**config.mk**
```make
export PLATFORM = sky130hd
export DESIGN_NAME = cpu_control_fsm
export DESIGN_NICKNAME = d
export VERILOG_FILES = /design/src/rtl/cpu_pkg.sv /design/src/rtl/cpu_cond_check.sv /design/src/rtl/cpu_control_fsm.sv
export SDC_FILE = /design/constraint.sdc
export NUM_CORES = 1
export LEC_CHECK = 0
export CAP_MARGIN = 15
export CORE_UTILIZATION = 49
export CTS_CLUSTER_DIAMETER = 40
export DETAILED_ROUTE_END_ITERATION = 16
export GPL_TIMING_DRIVEN = 0
export PLACE_DENSITY_LB_ADDON = 0.05
export SYNTH_ARGS = -nofsm -noshare
export SYNTH_HDL_FRONTEND = slang
export SYNTH_SLANG_ARGS = --single-unit
```
**constraint.sdc**
```tcl
create_clock -name Clk -period 4.5 [get_ports Clk]
set_input_delay 0.675 -clock Clk [delete_from_list [all_inputs] [get_ports Clk]]
set_output_delay 0.675 -clock Clk [all_outputs]
set_load 0.005 [all_outputs]
```
**src/rtl/cpu_pkg.sv**
```systemverilog
// Shared types and constants for the CPU control sequencer: state encoding,
// opcodes, ARM-style condition codes and NZCV flag bit positions.
package cpu_pkg;

    typedef enum logic [3:0] {
        ST_IDLE   = 4'd0,
        ST_FETCH  = 4'd1,
        ST_WAIT   = 4'd2,
        ST_DECODE = 4'd3,
        ST_EXEC   = 4'd4,
        ST_MEM    = 4'd5,
        ST_WB     = 4'd6,
        ST_NEXT   = 4'd7,
`ifdef CPU_SINGLE_STEP_EN
        ST_STALL  = 4'd9,
`endif
        ST_HALT   = 4'd8
    } state_t;

    localparam logic [3:0] OPC_CMP  = 4'hA;
    localparam logic [3:0] OPC_LDR  = 4'hC;
    localparam logic [3:0] OPC_STR  = 4'hD;
    localparam logic [3:0] OPC_HALT = 4'hF;

    localparam logic [3:0] COND_EQ = 4'h0;
    localparam logic [3:0] COND_NE = 4'h1;
    localparam logic [3:0] COND_CS = 4'h2;
    localparam logic [3:0] COND_CC = 4'h3;
    localparam logic [3:0] COND_MI = 4'h4;
    localparam logic [3:0] COND_PL = 4'h5;
    localparam logic [3:0] COND_VS = 4'h6;
    localparam logic [3:0] COND_VC = 4'h7;
    localparam logic [3:0] COND_HI = 4'h8;
    localparam logic [3:0] COND_LS = 4'h9;
    localparam logic [3:0] COND_GE = 4'hA;
    localparam logic [3:0] COND_LT = 4'hB;
    localparam logic [3:0] COND_GT = 4'hC;
    localparam logic [3:0] COND_LE = 4'hD;
    localparam logic [3:0] COND_AL = 4'hE;
    localparam logic [3:0] COND_NV = 4'hF;

    localparam int FLAG_N = 3;
    localparam int FLAG_Z = 2;
    localparam int FLAG_C = 1;
    localparam int FLAG_V = 0;

endpackage

```
**src/rtl/cpu_cond_check.sv**
```systemverilog
// Combinational ARM-style condition evaluation: decides whether an instruction
// with the given condition field executes under the current NZCV flags.
module cpu_cond_check
    import cpu_pkg::*;
(
    input  logic [3:0] cond,
    input  logic [3:0] flag,
    output logic       pass
);

    logic n, z, c, v;

    assign n = flag[FLAG_N];
    assign z = flag[FLAG_Z];
    assign c = flag[FLAG_C];
    assign v = flag[FLAG_V];

    always_comb begin
        pass = 1'b0;
        case (cond)
            COND_EQ: pass = z;
            COND_NE: pass = !z;
            COND_CS: pass = c;
            COND_CC: pass = !c;
            COND_MI: pass = n;
            COND_PL: pass = !n;
            COND_VS: pass = v;
            COND_VC: pass = !v;
            COND_HI: pass = c && !z;
            COND_LS: pass = !c || z;
            COND_GE: pass = (n == v);
            COND_LT: pass = (n != v);
            COND_GT: pass = !z && (n == v);
            COND_LE: pass = z || (n != v);
            COND_AL: pass = 1'b1;
            COND_NV: pass = 1'b0;
            default: pass = 1'b0;
        endcase
    end

endmodule

```
**src/rtl/cpu_control_fsm.sv**
```systemverilog
// Multi-cycle fetch/decode/execute sequencer owning the pc, flags and the shared RAM port.
// Optional CPU_SINGLE_STEP_EN adds a Step input and a STALL state between instructions.
module cpu_control_fsm
    import cpu_pkg::*;
#(
    parameter int          RAM_LAT  = 1,
    parameter int          PC_W     = 8,
    parameter logic [3:0]  OP_CMP   = OPC_CMP,
    parameter logic [3:0]  OP_LDR   = OPC_LDR,
    parameter logic [3:0]  OP_STR   = OPC_STR,
    parameter logic [3:0]  OP_HALT  = OPC_HALT
) (
    input  logic            Clk,
    input  logic            Reset_n,
    input  logic            Start,
`ifdef CPU_SINGLE_STEP_EN
    input  logic            Step,
`endif
    output logic            Enable,
    output logic            RW,
    output logic [15:0]     Address,
    input  logic [31:0]     Out,
    output logic [31:0]     In,
    input  logic [31:0]     Result_2,
    output logic [3:0]      destination,
    output logic [3:0]      source_1,
    output logic [3:0]      source_2,
    output logic            Reg_Write,
    output logic [31:0]     Reg_Wdata,
    output logic [3:0]      OpCode,
    output logic            S,
    output logic [4:0]      IV,
    input  logic [31:0]     Result,
    input  logic [3:0]      New_Flag,
    output logic [3:0]      Flag,
    output logic [PC_W-1:0] pc,
    output logic            Busy,
    output logic            Halted
);

    state_t            state;
    logic [31:0]       instr;
    logic [2:0]        cnt;
    logic [PC_W-1:0]   pc_inc;
    logic              cond_pass;
    logic              unused_instr_bits;

    localparam logic [2:0] LAT = 3'(RAM_LAT);

    assign OpCode      = instr[27:24];
    assign S           = instr[23];
    assign destination = instr[22:19];
    assign source_2    = instr[18:15];
    assign source_1    = instr[14:11];
    assign IV          = instr[10:6];
    assign unused_instr_bits = ^instr[5:0];

    assign pc_inc = pc + 1'b1;

    cpu_cond_check u_cond (
        .cond (instr[31:28]),
        .flag (Flag),
        .pass (cond_pass)
    );

    // Outputs are registered: each transition sets the values the next state presents.
    always_ff @(posedge Clk or negedge Reset_n) begin
        if (!Reset_n) begin
            state     <= ST_IDLE;
            pc        <= '0;
            Flag      <= '0;
            instr     <= '0;
            cnt       <= '0;
            Enable    <= 1'b0;
            RW        <= 1'b0;
            Address   <= '0;
            In        <= '0;
            Reg_Write <= 1'b0;
            Reg_Wdata <= '0;
            Busy      <= 1'b0;
            Halted    <= 1'b0;
        end else begin
            Reg_Write <= 1'b0;
            case (state)
                ST_IDLE: begin
                    if (Start) begin
                        state   <= ST_FETCH;
                        Enable  <= 1'b1;
                        RW      <= 1'b0;
                        Address <= 16'(pc);
                        Busy    <= 1'b1;
                    end
                end

                ST_FETCH: begin
                    Enable <= 1'b0;
                    cnt    <= 3'd1;
                    state  <= ST_WAIT;
                end

                ST_WAIT: begin
                    if (cnt == LAT) begin
                        instr <= Out;
                        state <= ST_DECODE;
                    end else begin
                        cnt <= cnt + 3'd1;
                    end
                end

                ST_DECODE: state <= ST_EXEC;

                ST_EXEC: begin
                    In <= Result_2;
                    if (!cond_pass) begin
                        state <= ST_NEXT;
                    end else if (OpCode == OP_HALT) begin
                        state  <= ST_HALT;
                        Busy   <= 1'b0;
                        Halted <= 1'b1;
                    end else if (OpCode == OP_LDR || OpCode == OP_STR) begin
                        state   <= ST_MEM;
                        cnt     <= 3'd0;
                        Enable  <= 1'b1;
                        RW      <= (OpCode == OP_STR);
                        Address <= Result[15:0];
                    end else begin
                        state     <= ST_WB;
                        Reg_Write <= (OpCode != OP_CMP);
                        Reg_Wdata <= Result;
                    end
                end

                // The access is issued only in the first MEM cycle; the rest waits for data.
                ST_MEM: begin
                    Enable <= 1'b0;
                    RW     <= 1'b0;
                    if (OpCode == OP_STR) begin
                        if (cnt == 3'd1) state <= ST_WB;
                        else             cnt   <= cnt + 3'd1;
                    end else begin
                        if (cnt == LAT) begin
                            Reg_Wdata <= Out;
                            Reg_Write <= 1'b1;
                            state     <= ST_WB;
                        end else begin
                            cnt <= cnt + 3'd1;
                        end
                    end
                end

                ST_WB: begin
                    pc <= pc_inc;
                    if (S || OpCode == OP_CMP) Flag <= New_Flag;
`ifdef CPU_SINGLE_STEP_EN
                    state <= ST_STALL;
                    Busy  <= 1'b0;
`else
                    state   <= ST_FETCH;
                    Enable  <= 1'b1;
                    Address <= 16'(pc_inc);
`endif
                end

                ST_NEXT: begin
                    pc <= pc_inc;
`ifdef CPU_SINGLE_STEP_EN
                    state <= ST_STALL;
                    Busy  <= 1'b0;
`else
                    state   <= ST_FETCH;
                    Enable  <= 1'b1;
                    Address <= 16'(pc_inc);
`endif
                end

`ifdef CPU_SINGLE_STEP_EN
                ST_STALL: begin
                    if (Step) begin
                        state   <= ST_FETCH;
                        Enable  <= 1'b1;
                        Address <= 16'(pc);
                        Busy    <= 1'b1;
                    end
                end
`endif

                ST_HALT: state <= ST_HALT;

                default: state <= ST_IDLE;
            endcase
        end
    end

endmodule
```
==> impl_results.md <==
* Outcome: completed
* Area of the core at 12100 um2
* Total number of vias at 5411
* Met3 wire length at 1170 um
* Synth Cell Area at 6160 um2
* Final Cycle Share at 0.594
* Startpoint types: register
* Dpl cells at 997
* Setup Viol. Count Final at 0
* Cts repair resizes at 0
* CTS tree: built
* Total power at 6.29 mW
* DR pass1 iterations at 5
* Clk sink count at 130
* Cells after Synth at ~600
* Post-synthesis cell type count at 55
* Post-synthesis average cell area at 10.1 um2
* Clock buffer depth at 2
* P per Cell Area at 687 nW/um2
* # DRC at 0
* Cts hold-fix bufs at 0
* Inserted Diodes at 0
* Final count of hold timing violations at 0
* Top cell type's share of synthesized area at 0.528
* Syn_nets at 713
* Warnings from Yosys at 0
* Full die area at 13000 um2
* CTS buffer count at 17
* Post-synth top area cell: dfrtp_1
* Number of fill cells at 913
* Fin Setup TNS at 0 ns
* Clk slew on worst S/H paths at 0.05 ns
* Top_reg_cell synth: dfrtp_1
* Via density at 5.26
* Most frequent cells in the layout: clkdlybuf4s50_1 (220), dfrtp_1 (130), nand2_1 (120), a21oi_1 (56), nor2_1 (45)
* Pleak at 3.89 nW
* GPL Wtd Cong at 0.871
* Internal reg-to-reg setup slack at 1.83 ns
* Overflow after GRT at 0
* DP HPWL at 12300 um
* ANT nets after route at 0
* I/O Buffers at 221
* Max VDD drop at about 390 uV
* WL met1 at 6740 um
* Vias in the first global route at between 5000 and 6000
* Relative slew slack at 0.418
* Share of cells above drive strength 1 at 0.122
* I/O pin cnt at 222
* First-pass GRT wire length at 26700 um
* Clock skew at 0.00780 ns
* RSZ-0062 raised after global routing: no
* Post-DP Area at between 8000 and 9000 um2
* # H-tree levels at 4
* Minimum clock period at 2.67 ns
* Cell area after layout at 9150 um2
* Die X-Extent at 114 um
* Wire length per cell at 16.2 um
* Die height at 114 um
* Max Cap Viol at 0
* Async set-reset flop share out of synthesis at 1.00
* Worst Reg2Reg Path Length in Cells at 8
* Final instance count without filler cells at 1028
* Kind of end point of the critical path: register
* Fmax at 374 MHz
* Final WL at 16700 um
* Largest net degree at the start of global routing at roughly 80
* Crit path arrival time at 3.00 ns
* Hold Path Class: input port to async pin
* Num rows at 40
* Fin. max-slew vios at 0
* Fin nets at 954
* Post-synth EDFFs at 0
* Met2 Wirelength at 8290 um
* Post-CTS setup buffer count at 0
* Area contributors post-synth: dfrtp_1 (53%), nand2_1 (7.3%), mux2_2 (6.9%)
* Yosys reg bits at 130
* Final design utilization at 0.756
* Initial antenna violation count at 0
* Clock latency at the later pin of the worst-skew pair at between 0.4 and 0.5 ns
* Worst Tran Pin Value at 0.870 ns
* Worst Path Class, Setup: register to register
* CP required at 4.83 ns
* Crit-path max FO at 10
* Initial Util at 0.509
* Most common cell after layout, fill and taps aside: clkdlybuf4s50_1
* Gr usage total at 0.266
* Synth-to-layout area growth at 48.6%
* Top Layer Used: met4
* Sequential-to-total area share from yosys stat at 0.528
* Clock root cell: clkbuf_16
* 1st-iter DRT viols at 332
-- metrics by stage --
stage,hold slack [ns],setup slack [ns]
floorplan,0.379,2.23
global placement,0.454,-2.33
detailed placement,0.462,1.89
CTS,0.218,1.83
global route,0.247,1.61
finish,0.211,1.83
-- state kept, by name, indices dropped and copies added (netlist names) --
signal,count
Address,16
RW,1
Reg_Write,1
cnt,3
Reg_Wdata,32
Halted,1
pc,8
In,32
Enable,1
Busy,1
instr,26
Flag,4
state,4
-- report_power, final --
part           switching, mW  internal, mW
Combinational           1.33          1.69
Sequential             0.333          1.68
Clock                  0.465         0.794
-- worst max-delay path, stage by stage (launching register included) --
cell and delay, ns:
dfrtp_1 0.35, buf_2 0.16, nand2b_1 0.21, nor3_2 0.46, nand2_1 0.21, o31ai_4 0.46, clkbuf_1 0.47, nor2_1 0.11
a21oi_1 0.17
-- Yosys cell counts, drive strengths merged, types with 2 or more instances --
| master | instances |
|---|---|
| ha | 3 |
| o31ai | 2 |
| a22o | 9 |
| or2 | 2 |
| a221oi | 3 |
| o211ai | 2 |
| inv | 11 |
| mux2i | 36 |
| clkbuf | 22 |
| dfrtp | 130 |
| nand2b | 4 |
| xnor2 | 9 |
| nor3b | 3 |
| nand2 | 121 |
| nor2b | 6 |
| o21ai | 11 |
| nor2 | 45 |
| buf | 32 |
| and3 | 4 |
| nand3 | 11 |
| mux2 | 40 |
| a21oi | 56 |
| nor3 | 14 |
| a31o | 2 |
| o22ai | 7 |
-- layer usage --
| layer | vias up | track usage |
|---|---|---|
| met5 | - | 0 |
| met4 | 0 | 0.132 |
| met3 | 37 | 0.0619 |
| met2 | 228 | 0.448 |
| met1 | 2601 | 0.322 |
| li1 | 2545 | - |
-- final cells by class --
type	instances	area (um2)	share of cell area
clock inverters	6	55.1	0.00602
repair buffers	222	2240	0.245
multi-input cells	412	2560	0.279
inverters	11	41.3	0.00451
well taps	168	210	0.0230
plain buffers	54	308	0.0336
clock buffers	25	485	0.0530
flip-flops and latches	130	3250	0.355
-- logic make-up (layout without fill, tap and decap cells) --
family,after synthesis,count (layout),share of synthesized area
XOR/XNOR,10,10,0.0142
multiplexers,76,76,0.133
adder cells (fa/ha/maj),3,3,0.00609
flip-flops,130,130,0.528
AO/OA/AOI/OAI,106,106,0.109
buffers and inverters,65,318,0.0567
AND/OR/NAND/NOR,217,217,0.153
-- final timing paths --
kind / start / end
min: Reset_n / Address[4]$_DFFE_PN0P_
min reg2reg: In[20]$_DFFE_PN0P_ / In[20]$_DFFE_PN0P_
max: state[3]$_DFFE_PN0P_ / Reg_Wdata[29]$_DFFE_PN0P_
max in group asynchronous: Reset_n / Reg_Write$_DFF_PN0_
min in group Clk: In[20]$_DFFE_PN0P_ / In[20]$_DFFE_PN0P_
max reg2reg: state[3]$_DFFE_PN0P_ / Reg_Wdata[29]$_DFFE_PN0P_
(Power assumes the default switching activity.)
